<file path="config.mk">
export PLATFORM = sky130hd
export DESIGN_NAME = tie_fifo_queue_param_flat
export DESIGN_NICKNAME = d
export VERILOG_FILES = /design/src/rtl/tie_fifo_queue_param_if.sv /design/src/rtl/tie_fifo_queue_param.sv /design/src/flat_wrapper.sv
export SDC_FILE = /design/constraint.sdc
export NUM_CORES = 1
export LEC_CHECK = 0
export CORE_MARGIN = 2
export CORE_UTILIZATION = 34
export CTS_CLUSTER_SIZE = 28
export DETAILED_ROUTE_END_ITERATION = 8
export GPL_TIMING_DRIVEN = 0
export PLACE_DENSITY = 0.6
export SETUP_SLACK_MARGIN = 0.15
export SLEW_MARGIN = 10
export SYNTH_ARGS = -nofsm -noshare
export SYNTH_HDL_FRONTEND = slang
export SYNTH_SLANG_ARGS = --single-unit
</file>
<file path="constraint.sdc">
create_clock -name clk -period 12.14 [get_ports clk]
set_clock_uncertainty 0.15 [all_clocks]
set_input_delay 3.642 -clock clk [delete_from_list [all_inputs] [get_ports clk]]
set_output_delay 3.642 -clock clk [all_outputs]
set_load 0.1 [all_outputs]
</file>
<file path="src/rtl/tie_fifo_queue_param_if.sv">
// Handshake/status bundle between a TIE FIFO producer/consumer pair and the queue.
interface tie_fifo_queue_param_if #(
  parameter int WIDTH = 32,
  parameter int DEPTH = 3
);
  localparam int CW = $clog2(DEPTH + 1);

  logic             push_req;
  logic [WIDTH-1:0] push_data;
  logic             full;
  logic             pop_req;
  logic [WIDTH-1:0] pop_data;
  logic             empty;
  logic [CW-1:0]    count;
  logic             almost_full;
  logic             almost_empty;
  logic             err_clr;
  logic             overflow;
  logic             underflow;

  modport master (
    output push_req, push_data, pop_req, err_clr,
    input  full, pop_data, empty, count, almost_full, almost_empty, overflow, underflow
  );

  modport slave (
    input  push_req, push_data, pop_req, err_clr,
    output full, pop_data, empty, count, almost_full, almost_empty, overflow, underflow
  );
endinterface

</file>
<file path="src/rtl/tie_fifo_queue_param.sv">
// Show-ahead FIFO for inter-processor TIE queues: arbitrary depth, occupancy count,
// almost-full/empty thresholds and sticky overflow/underflow errors.
module tie_fifo_queue_param #(
  parameter int WIDTH        = 32,
  parameter int DEPTH        = 3,
  parameter int AF_LEVEL     = 2,
  parameter int AE_LEVEL     = 1,
  parameter bit PUSH_ON_FULL = 1'b0
) (
  input logic                  clk,
  input logic                  rst,
  tie_fifo_queue_param_if.slave q
);
  localparam int CW = $clog2(DEPTH + 1);
  localparam int PW = (DEPTH > 1) ? $clog2(DEPTH) : 1;
  localparam logic [PW-1:0] LAST = PW'(DEPTH - 1);

  logic [WIDTH-1:0] store [DEPTH];
  logic [PW-1:0]    wp, rp;
  logic [CW-1:0]    count;
  logic             ovf, udf;
  logic             pop_ok, push_ok;

  // Flags come straight from the registered count, so they never glitch on request inputs.
  assign q.count        = count;
  assign q.empty        = (count == '0);
  assign q.full         = (count == CW'(DEPTH));
  assign q.almost_full  = (count >= CW'(AF_LEVEL));
  assign q.almost_empty = (count <= CW'(AE_LEVEL));
  assign q.overflow     = ovf;
  assign q.underflow    = udf;
  assign q.pop_data     = store[rp];

  assign pop_ok  = q.pop_req & ~q.empty;
  assign push_ok = q.push_req & (~q.full | (PUSH_ON_FULL & pop_ok));

  // Storage carries no reset; only pointers and count define validity.
  always_ff @(posedge clk) begin
    if (push_ok) store[wp] <= q.push_data;
  end

  always_ff @(posedge clk or posedge rst) begin
    if (rst) begin
      wp    <= '0;
      rp    <= '0;
      count <= '0;
      ovf   <= 1'b0;
      udf   <= 1'b0;
    end else begin
      if (push_ok) wp <= (wp == LAST) ? '0 : wp + PW'(1);
      if (pop_ok)  rp <= (rp == LAST) ? '0 : rp + PW'(1);
      case ({push_ok, pop_ok})
        2'b10:   count <= count + CW'(1);
        2'b01:   count <= count - CW'(1);
        default: count <= count;
      endcase
      // A fresh error in the clearing cycle keeps the flag set.
      ovf <= (q.push_req & ~push_ok) | (ovf & ~q.err_clr);
      udf <= (q.pop_req & q.empty)   | (udf & ~q.err_clr);
    end
  end
endmodule

</file>
<file path="src/flat_wrapper.sv">
// flat-port wrapper written by rule: the top's interface ports become plain ports
module tie_fifo_queue_param_flat 
#(
  parameter int WIDTH        = 32,
  parameter int DEPTH        = 3,
  parameter int AF_LEVEL     = 2,
  parameter int AE_LEVEL     = 1,
  parameter bit PUSH_ON_FULL = 1'b0
)
  (clk, rst, q_push_req, q_push_data, q_pop_req, q_err_clr, q_full, q_pop_data, q_empty, q_count, q_almost_full, q_almost_empty, q_overflow, q_underflow);
  tie_fifo_queue_param_if #(.WIDTH(WIDTH), .DEPTH(DEPTH)) q_i ();
  input logic clk;
  input logic rst;
  input wire logic [$bits(q_i.push_req)-1:0] q_push_req;
  input wire logic [$bits(q_i.push_data)-1:0] q_push_data;
  input wire logic [$bits(q_i.pop_req)-1:0] q_pop_req;
  input wire logic [$bits(q_i.err_clr)-1:0] q_err_clr;
  output wire logic [$bits(q_i.full)-1:0] q_full;
  output wire logic [$bits(q_i.pop_data)-1:0] q_pop_data;
  output wire logic [$bits(q_i.empty)-1:0] q_empty;
  output wire logic [$bits(q_i.count)-1:0] q_count;
  output wire logic [$bits(q_i.almost_full)-1:0] q_almost_full;
  output wire logic [$bits(q_i.almost_empty)-1:0] q_almost_empty;
  output wire logic [$bits(q_i.overflow)-1:0] q_overflow;
  output wire logic [$bits(q_i.underflow)-1:0] q_underflow;
  assign q_i.push_req = q_push_req;
  assign q_i.push_data = q_push_data;
  assign q_i.pop_req = q_pop_req;
  assign q_i.err_clr = q_err_clr;
  assign q_full = q_i.full;
  assign q_pop_data = q_i.pop_data;
  assign q_empty = q_i.empty;
  assign q_count = q_i.count;
  assign q_almost_full = q_i.almost_full;
  assign q_almost_empty = q_i.almost_empty;
  assign q_overflow = q_i.overflow;
  assign q_underflow = q_i.underflow;
  tie_fifo_queue_param #(.WIDTH(WIDTH), .DEPTH(DEPTH), .AF_LEVEL(AF_LEVEL), .AE_LEVEL(AE_LEVEL), .PUSH_ON_FULL(PUSH_ON_FULL)) u_core (.clk(clk), .rst(rst), .q(q_i));
endmodule
</file>
==> out/results.txt <==
Status: complete, no violations
Post-CTS Hold Buffers: 0
R2R depth: 5
Core Util, Final: 46.1%
Port-buffer cells: 76
CTS root buf: clkbuf_16
DIE AREA: 12600 µm²
Clock transition at the registers of the reported paths: 70 ps
N_diodes: 0
CTS tree: built
Yosys cell types: 21
DRT iter0 DRCs: 61
CP arrival: 2830 ps
Setup TNS: 0 ps
Share of cells above drive strength 1: 9.88%
Core ar.: 11400 µm²
Clk sinks: 104
Layout Nets: 381
Crit-path max FO: 10
Worst setup path category: reg2out
Post-Syn Area: 3980 µm²
Synthesized flop and latch total: 104
Dominant cells by area after synthesis: edfxtp_1, mux2i_1, dfrtp_1
Top-area cell type share of the netlist area: 72.5%
GRT Residual Overflow: 0
Initial core utilization: 34.8%
Hold path cells: 2
Via/cell ratio: 4.59
CP Launch Type: flip-flop
Routed wire length: 7660 µm
Max-slew headroom: 31.4%
Largest net degree at the start of global routing: 34
Synthesis-to-layout area growth: 32.3%
Vias in the first global route: 2275
Mean post-synth cell area: 16.3 µm²
Cell taking the most area after synthesis: edfxtp_1
Number of max-cap violations: 0
Per-cell routed wire length: 15.7 µm
# rows: 39
Post-CTS resize count: 0
Die Height: 112 µm
All-Layer GR Usage: 12.3%
Final Max Tran Viols: 0
Period utilisation layout: 54.5%
Syn Nets: 286
Skew-Pair Late Insertion Delay: 330 ps
Vias: 2236
Setup violators final: 0
Antenna Violating Nets Remaining: 0
Sequential share of the synthesized area: 77.5%
Synthesized netlist cell count: 244
Synthesis Warnings: 0
Final-report hold violation count: 0
Detailed-route DRC error count: 0
Crit. End Element: output port
Post-CTS setup buffers: 0
I/O pins: 77
Initial antenna violation count: 0
Tmin final: 6620 ps
Tightest Hold Check Type: reg2reg
Critical Path RT: 8350 ps
Die Width: 112 µm
Max H-tree Level: 3
First-pass iteration count of the detailed router: 4
Dpl hpwl: 4980 µm
Number of CTS-inserted buffers: 9
Measured slew at the worst slew-check pin: 1030 ps
Gpl congestion: 0.732
Clock Path Buffers: 2
First-pass GRT wire length: 11700 µm
Maximum clock rate: 151 MHz
RSZ-0062 raised after global routing: false
## cell usage after synthesis
cell	n
a21o_1	2
and4bb_2	1
buf_2	2
buf_4	3
buf_6	1
clkbuf_1	5
dfrtp_1	8
edfxtp_1	96
ha_1	5
inv_1	7
mux2i_1	32
nand2_1	35
nand2b_1	2
nand4bb_1	1
nor2b_1	1
nor3b_1	1
nor4b_1	1
o21ai_0	37
or2_2	1
or4b_1	1
xnor2_1	2
## area by class of cell
class,count,area (µm²)
Clock inverter,7,55.1
Sequential cell,104,3080
Buffer,11,62.6
Inverter,7,26.3
Multi-Input combinational cell,122,818
Tap cell,143,179
Clock buffer,9,225
Timing Repair Buffer,84,816
Fill cell,1042,6150
## path summary, 6_finish.rpt
kind	slack [ps]	from	end
max	5520	u_core.rp[1]	q_pop_data[16]
min	390	u_core.q.overflow	u_core.q.overflow
max reg2reg	9480	u_core.q.count[0]	u_core.store[2][12]
min reg2reg	390	u_core.q.overflow	u_core.q.overflow
max in group asynchronous	8220	rst	u_core.rp[1]
min in group asynchronous	3400	rst	u_core.q.overflow
## logic make-up (layout without fill, tap and decap cells)
logic type | Yosys count | in the layout | share of synthesized area (%)
AOI/OAI and AO/OA | 39 | 39 | 5.03
xor gates and xnor gates | 2 | 2 | 0.440
adders and majority gates | 5 | 5 | 1.57
buffers and inverters | 18 | 118 | 2.23
DFF | 104 | 104 | 77.5
muxes | 32 | 32 | 8.05
and+or+nand+nor | 44 | 44 | 5.19
## state kept, by name (all words and copies together), names as in the netlist
register	cells
u_core.q.overflow	1
u_core.wp	2
u_core.q.count	2
u_core.store	96
u_core.q.underflow	1
u_core.rp	2
## routing by layer
layer / global-route usage [%] / part of all wire (%)
met1: 15.2 / 44
met2: 21.3 / 51
met3: 3.67 / 3.8
met4: 2.93 / 0.95
met5: 0 / 0
## stage by stage
stage / setup WS [ps] / area (µm²) / instances / hold WS [ps]
2_1_floorplan: 4440 / 3980 / 244 / 329
3_3_place_gp: 989 / 4920 / 463 / 349
3_5_place_dp: 5860 / 4980 / 471 / 380
4_1_cts: 5480 / 5270 / 487 / 395
5_1_grt: 5350 / 5270 / 487 / 418
6_report: 5520 / 5270 / 487 / 390
## layout by cell type, fill, tap and decap left out
| cell | n |
|---|---|
| inv_6 | 2 |
| ha_1 | 5 |
| clkdlybuf4s50_1 | 76 |
| nand2b_1 | 2 |
| clkinvlp_4 | 1 |
| buf_4 | 9 |
| clkbuf_16 | 9 |
| or4b_1 | 1 |
| mux2i_1 | 32 |
| inv_1 | 7 |
| inv_8 | 1 |
| nor2b_1 | 1 |
| edfxtp_1 | 96 |
| nor3b_2 | 1 |
| buf_6 | 1 |
| clkbuf_1 | 5 |
| xnor2_1 | 2 |
| clkinv_4 | 1 |
| dfrtp_1 | 8 |
| clkinv_2 | 2 |
| buf_2 | 4 |
| nor4b_2 | 1 |
| nand4bb_1 | 1 |
| a21o_1 | 2 |
| and4bb_2 | 1 |
| or2_2 | 1 |
| o21ai_0 | 37 |
| nand2_1 | 35 |
## worst max-delay path, cell delays in order (launching register included)
cell             delay, ps
dfrtp_1                390
buf_2                  240
clkbuf_1               470
nand2_1                 90
o21ai_0                120
clkdlybuf4s50_1       1190
Power is left out: the tool's default activity adds up to more than one toggle a clock period on the data nets, which glitch-free logic cannot reach.
